[config.mk]
export PLATFORM = sky130hd
export DESIGN_NAME = fetch_stage
export DESIGN_NICKNAME = d
export VERILOG_FILES = /design/src/rtl/fetch_stage.sv
export SDC_FILE = /design/constraint.sdc
export NUM_CORES = 1
export LEC_CHECK = 0
export BUFFER_PORTS_ARGS = -buffer_cell sky130_fd_sc_hd__buf_2
export CAP_MARGIN = 25
export CORE_ASPECT_RATIO = 1.25
export CORE_MARGIN = 2
export CORE_UTILIZATION = 31
export DETAILED_ROUTE_END_ITERATION = 16
export GPL_TIMING_DRIVEN = 0
export PLACE_DENSITY = 0.54
export REMOVE_ABC_BUFFERS = 1
export SLEW_MARGIN = 20
export SYNTH_ARGS = -nofsm -noshare
export SYNTH_HDL_FRONTEND = slang
export SYNTH_SLANG_ARGS = --single-unit
[constraint.sdc]
create_clock -name clk -period 3.3 [get_ports clk]
set_input_delay 0.33 -clock clk [delete_from_list [all_inputs] [get_ports clk]]
set_output_delay 0.33 -clock clk [all_outputs]
set_load 0.01 [all_outputs]
[src/rtl/fetch_stage.sv]
// Instruction fetch stage: owns the PC, issues single-outstanding imem requests and
// holds one fetched instruction for decode, flushing wrong-path work on redirect.
module fetch_stage #(
    parameter logic [31:0] RESET_PC = 32'h1c00_0000
) (
    input  logic        clk,
    input  logic        rst,
    output logic        imem_req,
    output logic [31:0] imem_addr,
    input  logic        imem_gnt,
    input  logic        imem_rvalid,
    input  logic [31:0] imem_rdata,
    input  logic        redirect_valid,
    input  logic [31:0] redirect_pc,
    output logic        out_valid,
    input  logic        out_ready,
    output logic [31:0] out_inst,
    output logic [31:0] out_pc
);

    typedef enum logic {StFetch, StWait} state_e;

    state_e      state_q, state_d;
    logic [31:0] pc_q, pc_d;
    logic [31:0] fetch_pc_q, fetch_pc_d;
    logic        discard_q, discard_d;
    logic        out_valid_q, out_valid_d;
    logic [31:0] out_inst_q, out_inst_d;
    logic [31:0] out_pc_q, out_pc_d;
    logic        req_fire;

    always_ff @(posedge clk or posedge rst) begin
        if (rst) begin
            state_q     <= StFetch;
            pc_q        <= RESET_PC;
            fetch_pc_q  <= '0;
            discard_q   <= 1'b0;
            out_valid_q <= 1'b0;
            out_inst_q  <= '0;
            out_pc_q    <= '0;
        end else begin
            state_q     <= state_d;
            pc_q        <= pc_d;
            fetch_pc_q  <= fetch_pc_d;
            discard_q   <= discard_d;
            out_valid_q <= out_valid_d;
            out_inst_q  <= out_inst_d;
            out_pc_q    <= out_pc_d;
        end
    end

    always_comb begin
        state_d     = state_q;
        pc_d        = pc_q;
        fetch_pc_d  = fetch_pc_q;
        discard_d   = discard_q;
        out_valid_d = out_valid_q;
        out_inst_d  = out_inst_q;
        out_pc_d    = out_pc_q;

        if (out_valid_q && out_ready) begin
            out_valid_d = 1'b0;
        end

        unique case (state_q)
            StFetch: begin
                if (req_fire) begin
                    fetch_pc_d = pc_q;
                    pc_d       = pc_q + 32'd4;
                    state_d    = StWait;
                end
            end
            StWait: begin
                if (imem_rvalid) begin
                    state_d   = StFetch;
                    discard_d = 1'b0;
                    if (!discard_q && !redirect_valid) begin
                        out_valid_d = 1'b1;
                        out_inst_d  = imem_rdata;
                        out_pc_d    = fetch_pc_q;
                    end
                end
            end
            default: state_d = StFetch;
        endcase

        // Redirect wins over everything; a request still in flight after this edge is wrong-path.
        if (redirect_valid) begin
            pc_d        = {redirect_pc[31:2], 2'b00};
            out_valid_d = 1'b0;
            if ((state_q == StWait && !imem_rvalid) || (state_q == StFetch && req_fire)) begin
                discard_d = 1'b1;
            end
        end
    end

    always_comb begin
        imem_req = 1'b0;
        if (!rst && state_q == StFetch) begin
            imem_req = !out_valid_q || out_ready;
        end
        req_fire  = imem_req && imem_gnt;
        imem_addr = pc_q;
        out_valid = out_valid_q;
        out_inst  = out_inst_q;
        out_pc    = out_pc_q;
    end

endmodule

After elaboration in Yosys (flattened, before gate mapping)
Cells that the tools add are included.
{"block": "totals", "out_inout_bits": 98, "input_bits": 70, "regBits": 131}
{"block": "classes", "bitwise": 1, "n_addsub": 1, "muxes": 16, "eq_ne": 1, "reduce_logical": 17}
{"op": "$mux 32", "n": 3}
{"op": "$add 32x3->32 const B", "n": 1}
{"op": "$mux 1", "n": 12}
{"op": "$logic_and 1x1->1", "n": 6}
{"op": "$logic_not 1->1", "n": 5}
{"op": "$reduce_and 2->1", "n": 2}
{"op": "$reduce_and 3->1", "n": 1}
{"op": "$logic_or 1x1->1", "n": 2}
{"op": "$ne 2x2->1 const B", "n": 1}
{"op": "$pmux 1 s2", "n": 1}
{"op": "$reduce_bool 2->1", "n": 1}
{"op": "$not 1->1", "n": 1}

Longest topological paths before layout
Gate-level depths: netlist of the first run.
{"block": "logic_depth", "depth_word": 8, "mapped_depth": 7}

Least setup slack after synthesis of the first run
OpenSTA, ideal clock, no wires.
{"block": "synth_path", "path_type": "reg2reg", "startpoint": "register pc_q[2] (netlist: imem_addr[2])", "endpoint": "register pc_q[16] (netlist: imem_addr[16])", "t_required_ps": 3148, "setup_ps": 152, "t_arrival_ps": 1691, "synth_period_minus_slack_ps": 1843, "path_slack_ps": 1457, "path_stages_with_launch": 7, "cell_sequence": "dfrtp_1 -> ha_1 -> nand4_1 -> or3_4 -> buf_2 -> o311ai_0 -> o311ai_0"}
{"block": "synth_between", "elab_chain_cells": 4}
{"item": "from (decl)", "line": "24", "source": "logic [31:0] pc_q, pc_d;"}
{"item": "from (signal assigned)", "line": "43", "source": "pc_q <= pc_d;"}
{"item": "$add 32x3->32", "line": "69", "source": "pc_d = pc_q + 32'd4;"}
{"item": "$mux 32", "line": "67", "source": "if (req_fire) begin"}
{"item": "$mux 32", "line": "65", "source": "unique case (state_q)"}
{"item": "$mux 32", "line": "88", "source": "if (redirect_valid) begin"}
Every way passes these cells. The select of a mux whose other input is x is not followed.
A chain may end at the register's enable or synchronous reset.

Worst setup path in the final report of the first run
{"block": "layout_path", "startpoint": "input rst", "endpoint": "register pc_q[11] (netlist: imem_addr[11])"}
{"block": "layout_between", "elab_chain_cells": 6}
{"item": "from (decl)", "line": "7", "source": "input logic rst,"}
{"item": "$logic_not 1->1", "line": "99", "source": "if (!rst && state_q == StFetch) begin"}
{"item": "$logic_and 1x1->1", "line": "99"}
{"item": "$mux 1", "line": "99"}
{"item": "$logic_and 1x1->1", "line": "102", "source": "req_fire = imem_req && imem_gnt;"}
{"item": "$reduce_bool 2->1 (no source line)"}
{"item": "$reduce_and 2->1 (no source line)"}
Every way passes these cells.

==> results.json, run 1 <==
{
  "hold_violations": 0,
  "grt_first_pass_wirelength_um": 22900,
  "worstSetupStartpointType": "input pin",
  "drtIter0Drc": 249,
  "track_usage_pct": 15.6,
  "ant_nets": 0,
  "max_slew_margin_pct": 36.5,
  "crit_required_ns": 3.63,
  "synth_warnings": 0,
  "hold_ws_ns": 0.131,
  "ys_seq_elements": 125,
  "post-route-period-util_pct": 82.1,
  "totalWireLength_um": 14200,
  "path_clk_slew_ns": 0.05,
  "antenna_found_initial": 0,
  "vdd_drop_max_v": 0.000260,
  "hold_class": "input pin to flip-flop",
  "p_leak_nw": 3.30,
  "coreArea_mm2": 0.0175,
  "via_per_inst": 4.99,
  "syn_area_mm2": 0.00556,
  "areaGrowthSynthToFinish_pct": 31.2,
  "final_nets": 693,
  "dieArea_mm2": 0.0190,
  "final_util_pct": 41.7,
  "cp_max_fo": 17,
  "h-tree-depth": 4,
  "syn_avg_cell_area_um2": 12.1,
  "die_w_um": 124,
  "crit_type": "input pin to flip-flop",
  "num_rows": 54,
  "cts_tree": "yes",
  "layout-drive-gt1-share_pct": 47.4,
  "clockRootBuffer": "clkbuf_16",
  "dp_hpwl_um": 10100,
  "report.final.slew_viol_count": 0,
  "endpoint_kind": "flip-flop",
  "setup_viol": 0,
  "tightest_slew_ns": 0.950,
  "drt_first_pass_iters": 4,
  "grt_max_degree": 77,
  "post_drt_wl_per_cell_um": 16.5,
  "drv_cap": 0,
  "max_freq_mhz": 369,
  "fin_crit_ns": 2.71,
  "synthCells": 459,
  "powerDensity_mw_per_mm2": 761,
  "place.port_buffers": 161,
  "synthDistinctLibCells": 49,
  "ys_seq_area_share_pct": 56.3,
  "start_util_pct": 31.8,
  "ios": 168,
  "die_y_um": 154,
  "crit_arrival_ns": 3.04,
  "clk-insertion-delay-late_ns": 0.41,
  "gp_congestion": 0.743,
  "cts_setup_buffers": 0,
  "rsz0062_at_grt": "false",
  "cts_made_buffers": 17,
  "vias": 4295,
  "clockBufferDepth": 2,
  "cts.sinks": 125,
  "grt_overflow": 0,
  "status": "finished, final reports clean",
  "grt_pass1_vias": 4350,
  "fin_worst_skew_ns": 0.00687,
  "drcViolationCount": 0
}
cell families after synthesis:
logic type | share of synthesized area [%]
AO/OA/AOI/OAI | 7.29
XOR/XNOR | 0.788
adder cells (fa/ha/maj) | 0.225
buffers and inverters | 3.02
flip-flops | 56.3
multiplexers | 18.0
other | 0.0675
AND/OR/NAND/NOR | 14.3
worst max-delay path: stages:
cell	delay (ns)
dlygate4sd3_1	0.53
buf_2	0.15
nor2_1	0.30
nand4_1	0.81
or4_1	0.72
a31oi_1	0.18
state kept, by name, summed over array words and instances, names as in the netlist:
name        count
fetch_pc_q     30
state_q         1
imem_addr      30
out_valid       1
out_inst       32
out_pc         30
discard_q       1
path summary, 6_finish.rpt:
path | from | slack, ns | to | depth (start not counted)
worst max register to register | state_q | 0.79 | imem_addr[11] | 4
worst min register to register | fetch_pc_q[20] | 0.48 | fetch_pc_q[20] | 2
min in group asynchronous | rst | 0.52 | discard_q | 3
max in group asynchronous | rst | 2.06 | out_inst[5] | 4
worst min-delay path | redirect_pc[2] | 0.13 | imem_addr[2] | 3
worst max-delay path | rst | 0.59 | imem_addr[11] | 6
power by group:
| part | total, W | switching, W | internal [W] |
|---|---|---|---|
| Sequential | 0.00233 | 0.000282 | 0.00205 |
| Combinational | 0.00136 | 0.000635 | 0.000727 |
| Clock | 0.00185 | 0.000662 | 0.00119 |
cells in the mapped netlist (all sizes together):
library cell / number / area, µm²
or3: 4 / 30.0
nor2b: 11 / 68.8
mux2i: 1 / 10.0
o41ai: 1 / 8.76
a21o: 1 / 7.51
nor2: 20 / 75.1
o31ai: 14 / 105
nand2: 29 / 109
a21oi: 2 / 10.0
ha: 1 / 12.5
inv: 7 / 26.3
nand2b: 1 / 6.26
nor4b: 1 / 8.76
o311ai: 6 / 52.6
a22o: 1 / 8.76
xor2: 3 / 26.3
dfrtp: 122 / 3050
a221o: 1 / 10.0
clkbuf: 11 / 41.3
buf: 17 / 100
nand4b: 1 / 8.76
and2: 1 / 6.26
and4: 6 / 52.6
nand3: 25 / 130
mux2: 88 / 991
a22oi: 7 / 52.6
nor3: 9 / 55.1
a211o: 1 / 8.76
o41a: 1 / 11.3
a21boi: 1 / 7.51
and3: 4 / 26.3
or2: 3 / 21.3
o21ai: 14 / 70.1
nand4: 20 / 125
conb: 1 / 3.75
dfstp: 3 / 78.8
a31oi: 7 / 43.8
nor4: 5 / 31.3
xnor2: 2 / 17.5
or4: 5 / 37.5
a221oi: 1 / 8.76
what timing repair did:
| item | 4_1_cts | 5_1_grt |
|---|---|---|
| hold buffers | 1 | 0 |
| endpoints found under the hold margin | 46 | 0 |
| gates resized for setup | 0 | 0 |
area by class of cell:
cell class / instances / area, µm²
diodes: 1 / 2.50
clock buffers: 22 / 484
clock inverters: 10 / 113
fillers: 1701 / 10200
inverters: 7 / 31.3
multi-input cells: 302 / 2290
flip-flops and latches: 125 / 3130
well taps: 224 / 280
repair buffers: 169 / 960
metrics by stage:
step	std cells	TNS (ns)	power [W]	setup slack (ns)	cell area (µm²)
after floorplan	434	-50.53	0.00311	-0.353	5430
after global placement	819	-348.21	0.00367	-1.99	6510
after detailed placement	825	0	0.00376	0.718	6660
after CTS	858	0	0.00565	0.630	7270
after global routing	859	0	0.00592	0.466	7290
final	860	0	0.00555	0.591	7290
routing by layer:
layer / GRT usage, % / up-vias / wire, µm
met1: 19.2 / 2107 / 5960
met3: 4.53 / 12 / 937
li1: - / 2021 / -
met5: 0 / - / 0
met4: 4.38 / 0 / 148
met2: 26.4 / 155 / 7160
layout by cell type (no fill, tap or decap), types with 4 or more instances in the layout:
cell and instances:
and4_1 6, clkbuf_8 4, nor4_1 4, o311ai_0 6, o21ai_0 14, nor2b_1 11
clkinv_2 4, or4_1 5, dfrtp_1 122, a22oi_1 7, o31ai_1 14, nand3_1 23
conb_1 4, a31oi_1 7, inv_1 6, nand4_1 20, mux2_2 88, clkbuf_16 17
nor2_1 20, nand2_1 29, nor3_1 7, buf_2 161
Note: power is estimated with default switching activity, not from simulation.
==> inputs of run 2 (changes only) <==
--- a/config.mk
+++ b/config.mk
@@ -5,6 +5,7 @@
 export SDC_FILE = /design/constraint.sdc
 export NUM_CORES = 1
 export LEC_CHECK = 0
+export ABC_AREA = 1
 export BUFFER_PORTS_ARGS = -buffer_cell sky130_fd_sc_hd__buf_2
 export CAP_MARGIN = 25
 export CORE_ASPECT_RATIO = 1.25
@@ -12,7 +13,7 @@
 export CORE_UTILIZATION = 31
 export DETAILED_ROUTE_END_ITERATION = 16
 export GPL_TIMING_DRIVEN = 0
-export PLACE_DENSITY = 0.54
+export PLACE_DENSITY = 0.53
 export REMOVE_ABC_BUFFERS = 1
 export SLEW_MARGIN = 20
 export SYNTH_ARGS = -nofsm -noshare
==> constraint.sdc (replaced) <==
create_clock -name clk -period 2.4 [get_ports clk]
set_input_delay 0.24 -clock clk [delete_from_list [all_inputs] [get_ports clk]]
set_output_delay 0.24 -clock clk [all_outputs]
set_load 0.01 [all_outputs]
==> run 2 against run 1 <==
Final cell count rose by 19%; sequential cell count did not move; largest cell class unchanged; core utilization fell by 0.78 points; non-clock buffer count fell by 4; largest power group unchanged; routed wire length rose by 7.2%; cell area rose by 5.7%; via count rose by 8.3%.
==> results.json, run 2 <==
{
  "ant_nets": 0,
  "h-tree-depth": 4,
  "vdd_drop_max_v": 0.000517,
  "cpMaxStageDelayCell": "dlygate4sd3_1",
  "synthDistinctLibCells": 31,
  "synthCells": 616,
  "most-common-layout-cells": "169 x nand2_1, 161 x buf_2, 122 x dfrtp_1",
  "crit_arrival_ns": 2.39,
  "layout-drive-gt1-share_pct": 35.6,
  "endpoint_kind": "flip-flop",
  "async_flop_share_pct": 100,
  "start_util_pct": 31.8,
  "dp_hpwl_um": 10600,
  "crit_type": "input pin to flip-flop",
  "rrSetupSlack_ns": 0.41,
  "tightest_slew_ns": 0.728,
  "cp_max_fo": 37,
  "path_clk_slew_ns": 0.06,
  "final_nets": 848,
  "max_slew_margin_pct": 51.5,
  "ys_seq_elements": 125,
  "syn_avg_cell_area_um2": 9.73,
  "dieArea_mm2": 0.0205,
  "switching_share_pct": 28.1,
  "hold_violations": 0,
  "synth_edf_count": 0,
  "drt_first_pass_iters": 4,
  "cts_setup_buffers": 0,
  "pwr-share-comb_pct": 24.5,
  "worstPathCellList": "dlygate4sd3_1 -> buf_2 -> nor2_1 -> nand3_4 -> buf_12 -> nand2_4 -> inv_1 -> nand2_1 -> o211ai_1",
  "grt_overflow": 0,
  "p_leak_nw": 4.05,
  "min_to": "imem_addr[13]",
  "totalWireLength_um": 15200,
  "grt_first_pass_wirelength_um": 24900,
  "max_stage_delay_ns": 0.53,
  "r2r_start": "state_q",
  "ios": 168,
  "crit_required_ns": 2.69,
  "mostFrequentLayoutCell": "nand2_1",
  "hold_class": "input pin to flip-flop",
  "status": "finished, final reports clean",
  "clockPowerShare_pct": 36.7,
  "p_int_w": 0.00582,
  "via_per_inst": 4.55,
  "drv_cap": 0,
  "synth_top_area_share_pct": 51.0,
  "die_w_um": 128,
  "tns_ns": 0,
  "yosysTopAreaCell": "dfrtp_1",
  "areaGrowthSynthToFinish_pct": 28.6,
  "report.final.slew_viol_count": 0,
  "syn_area_mm2": 0.00599,
  "worstSetupStartpointType": "input pin",
  "cts_made_buffers": 17,
  "num_rows": 56,
  "place.port_buffers": 161,
  "hold_start": "redirect_pc[13]",
  "ys_top_cells_by_count": "170 x nand2_1, 122 x dfrtp_1, 59 x inv_1, 59 x o21ai_0, 45 x mux2_4",
  "post_drt_wl_per_cell_um": 14.9,
  "track_usage_pct": 15.7,
  "p_seq_share_pct": 38.8,
  "antenna_cells": 0,
  "yosys.cell_count.top_type": "nand2_1",
  "coreArea_mm2": 0.0188,
  "powerDensity_mw_per_mm2": 1050,
  "antenna_found_initial": 0,
  "drcViolationCount": 0,
  "largest_reg_flops": 32,
  "setup_viol": 0,
  "die_y_um": 159,
  "ys_seq_area_share_pct": 52.3,
  "reg2reg_depth": 7,
  "place_area_mm2": 0.00701,
  "vias": 4652,
  "gp_congestion": 0.800,
  "power_switching_w": 0.00227,
  "cts.sinks": 125,
  "grt_max_degree": 73,
  "rsz0062_at_grt": "false",
  "synthTopCellsByArea": "dfrtp_1 51%, mux2_4 11%, nand2_1 11%",
  "fin_crit_ns": 2.10,
  "clk-insertion-delay-late_ns": 0.42,
  "synth_ff_type": "dfrtp_1",
  "grt_pass1_vias": 4615,
  "fin_worst_skew_ns": 0.0125,
  "hold_depth": 3,
  "post-route-period-util_pct": 87.6,
  "fillers": 1933,
  "max_freq_mhz": 476,
  "rr_endpoint": "imem_addr[4]",
  "design_area_mm2": 0.00770,
  "synth_warnings": 0,
  "drtIter0Drc": 274,
  "clockBufferDepth": 2,
  "cts_tree": "yes",
  "clockRootBuffer": "clkbuf_16",
  "worstSetupStartpoint": "rst"
}
[run 2: cell types whose count changed in the layout (fill, tap and decap cells not counted), sizes merged, moves of 7 or more]
cell	previous run	this run
nor2b	11	0
a22oi	7	0
nor2	20	43
nand4	20	2
mux2	88	60
inv	7	61
o21ai	14	59
nand3	25	46
o31ai	14	0
nand2	29	175
nor3	9	0
[run 2: worst max-delay path, delay by kind of cell]
family                 cells  cell delay, ns
buffers and inverters      4            1.21
and+or+nand+nor            4            0.83
AOI/OAI and AO/OA          1            0.09
[run 2: power groups by stage]
stage	combinational, W	sequential [W]	clock, W
floorplan	0.000944	0.00340	0
global placement	0.00198	0.00316	0
detailed placement	0.00201	0.00318	0
CTS	0.00202	0.00315	0.00303
global route	0.00218	0.00324	0.00314
finish	0.00198	0.00314	0.00297
[run 2: routing by layer]
layer / global-route usage [%] / share of wire, % / vias up
li1: - / - / 2296
met1: 20.1 / 45 / 2206
met2: 25.4 / 49 / 126
met3: 3.29 / 4.0 / 24
met4: 6.74 / 2.2 / 0
met5: 0 / 0 / -
[run 2: kinds of logic after synthesis]
family	Yosys count	share of synthesized area (%)
and+or+nand+nor	268	19.7
xor gates and xnor gates	6	0.877
buffers and inverters	89	7.00
DFF	125	52.3
other	1	0.0626
AOI/OAI and AO/OA	66	5.79
adders and majority gates	1	0.209
muxes	60	14.1
[run 2: repair_timing]
item | CTS | global route
resized for setup | 2 | 1
setup endpoints to repair | 26 | 8
endpoints found under the hold margin | 53 | 0
hold buffers | 1 | 0
[run 2: final cells by class]
cell class / instances / area, µm² / area share (%)
clock inverters: 11 / 213 / 2.76
well taps: 232 / 290 / 3.77
clock buffers: 21 / 460 / 5.98
flip-flops and latches: 125 / 3130 / 40.6
multi-input cells: 405 / 2470 / 32.1
repair buffers: 165 / 891 / 11.6
inverters: 63 / 245 / 3.18
[run 2: how the worst max path moves through the flow]
stage,end,slack [ns],depth (start not counted)
final,imem_addr[4],0.30,9
after global routing,imem_addr[4],0.10,9
after CTS,imem_addr[4],0.03,9
after detailed placement,imem_addr[4],-0.43,8
after global placement,out_inst[12],-3.02,2
after floorplan,discard_q,-1.18,1
[run 2: metrics by stage]
step / total power, W / std cells / hold slack, ns / setup slack [ns] / util (%)
finish: 0.00809 / 1022 / 0.0493 / 0.298 / 40.9
global route: 0.00856 / 1022 / 0.0284 / 0.103 / 40.9
CTS: 0.00820 / 1022 / 0.0266 / 0.0302 / 40.9
detailed placement: 0.00519 / 989 / 0.309 / -0.426 / 37.2
global placement: 0.00514 / 986 / 0.466 / -3.02 / 36.7
floorplan: 0.00434 / 593 / 0.349 / -1.18 / -
==> inputs of run 3 (changes only) <==
--- a/config.mk
+++ b/config.mk
@@ -13,7 +13,6 @@
 export CORE_UTILIZATION = 31
 export DETAILED_ROUTE_END_ITERATION = 16
 export GPL_TIMING_DRIVEN = 0
-export PLACE_DENSITY = 0.53
 export REMOVE_ABC_BUFFERS = 1
 export SLEW_MARGIN = 20
 export SYNTH_ARGS = -nofsm -noshare
==> run 3 against run 2 <==
Routed wire length fell by 1.1%; clock skew fell by 0.0070 ns; critical path depth fell by 4.
==> results.json, run 3 (synthesis results as in run 2) <==
{
  "die_w_um": 128,
  "coreArea_mm2": 0.0188,
  "cpMaxStageDelayCell": "nor2_2",
  "worstPathCellList": "nor2_1 -> nand3_2 -> nor2_2 -> nand3_1 -> nand2_1",
  "ant_nets": 0,
  "status": "finished, final reports clean",
  "fin_worst_skew_ns": 0.00553,
  "drt_first_pass_iters": 4,
  "grt_overflow": 0,
  "via_per_inst": 4.51,
  "crit_required_ns": 2.75,
  "crit_buf_inv": 0,
  "clockRootBuffer": "clkbuf_16",
  "hold_ws_ns": 0.0455,
  "place.port_buffers": 161,
  "hold_class": "input pin to flip-flop",
  "antenna_found_initial": 3,
  "dieArea_mm2": 0.0205,
  "worstSetupStartpointType": "flip-flop",
  "ios": 168,
  "crit_family": "simple AND/OR/NAND/NOR gates",
  "cts_tree": "yes",
  "max_stage_delay_ns": 0.79,
  "grtUsageMet1_pct": 18.1,
  "max_slew_margin_pct": 48.0,
  "max_freq_mhz": 459,
  "post_drt_wl_per_cell_um": 14.7,
  "grt_util_met3_pct": 5.31,
  "vias": 4615,
  "cts_setup_buffers": 0,
  "cts.sinks": 125,
  "busiest_layer": "met2",
  "drv_cap": 0,
  "mostFrequentLayoutCell": "nand2_1",
  "num_rows": 56,
  "h-tree-depth": 4,
  "rsz0062_at_grt": "false",
  "dp_hpwl_um": 10700,
  "crit_arrival_ns": 2.53,
  "path_clk_slew_ns": 0.06,
  "fin_crit_ns": 2.18,
  "start_util_pct": 31.8,
  "areaGrowthSynthToFinish_pct": 27.3,
  "final_nets": 849,
  "placedCellCount": 989,
  "endpoint_kind": "flip-flop",
  "p_total_w": 0.00767,
  "clk-insertion-delay-late_ns": 0.42,
  "grt_use_met2_pct": 25.0,
  "drcViolationCount": 0,
  "fillers": 1862,
  "clockBufferDepth": 2,
  "grt_pass1_vias": 4596,
  "layout-drive-gt1-share_pct": 35.5,
  "powerDensity_mw_per_mm2": 1010,
  "cp_max_fo": 27,
  "vdd_drop_max_v": 0.000507,
  "fin_cells": 1024,
  "p_leak_nw": 4.00,
  "grt_max_degree": 81,
  "totalWireLength_um": 15100,
  "tightest_slew_ns": 0.780,
  "cts_made_buffers": 17,
  "setup_viol": 0,
  "grt_first_pass_wirelength_um": 24400,
  "track_usage_pct": 15.4,
  "drtIter0Drc": 200,
  "report.final.slew_viol_count": 0,
  "crit_type": "flip-flop to flip-flop",
  "largest_reg_flops": 32,
  "post-route-period-util_pct": 90.7,
  "gp_congestion": 0.829,
  "die_y_um": 159,
  "hold_violations": 0,
  "most-common-layout-cells": "169 x nand2_1, 161 x buf_2, 122 x dfrtp_1"
}
## run 3: cell types whose count changed in the layout (fill, tap and decap cells not counted), moves of 2 or more
cell,delta
clkbuf_8,+5
clkinvlp_4,+2
bufinv_16,-5
clkinv_4,-2
## run 3: layer usage
layer,routed length (µm),vias to the layer above
li1,-,2304
met4,488,4
met3,895,34
met5,18,-
met1,6300,2162
met2,7360,111
## run 3: area by class of cell
class | count | area (µm²) | area share, %
Antenna cell | 1 | 2.50 | 0.0328
Clock buffer | 27 | 533 | 6.99
Tap cell | 232 | 290 | 3.81
Timing Repair Buffer | 165 | 898 | 11.8
Inverter | 63 | 245 | 3.21
Sequential cell | 125 | 3130 | 41.1
Multi-Input combinational cell | 406 | 2470 | 32.4
Clock inverter | 5 | 55.1 | 0.722
## run 3: timing repair
| item | CTS | global route |
|---|---|---|
| hold buffers | 1 | 0 |
| hold endpoints to repair | 43 | 0 |
| pin swaps | 0 | 1 |
| gates resized for setup | 1 | 1 |
| endpoints found under the setup margin | 8 | 10 |
| cloned | 0 | 1 |
## run 3: worst paths after layout
kind	slack, ns	from	depth (start not counted)	end
setup / recovery	0.22	state_q	5	imem_addr[21]
setup reg to reg	0.22	state_q	5	imem_addr[21]
hold / removal	0.05	redirect_pc[14]	3	imem_addr[14]
min in group asynchronous	0.43	rst	3	out_valid
hold reg to reg	0.48	fetch_pc_q[15]	2	fetch_pc_q[15]
max in group asynchronous	1.23	rst	4	imem_addr[26]
## run 3: per-stage QoR
step	setup TNS, ns	cell area, µm²	util (%)	setup WS (ns)
finish	0	7630	40.5	0.223
global route	0	7630	40.5	0.0264
CTS	0	7610	40.4	0.0822
detailed placement	-2.18	7010	37.2	-0.246
global placement	-449.08	6920	36.7	-2.94
floorplan	-150.12	5820	-	-1.18
## run 3: tightest hold or removal path, delay by kind of cell
family                 cells  cell delay (ns)
buffers and inverters      1             0.08
AND/OR/NAND/NOR            2             0.11
## run 3: power breakdown
group / switching (W) / leakage (nW) / total [W] / internal, W
logic: 0.000924 / 2.16 / 0.00198 / 0.00106
clock network: 0.000926 / 0.286 / 0.00254 / 0.00162
registers: 0.000386 / 1.56 / 0.00315 / 0.00276
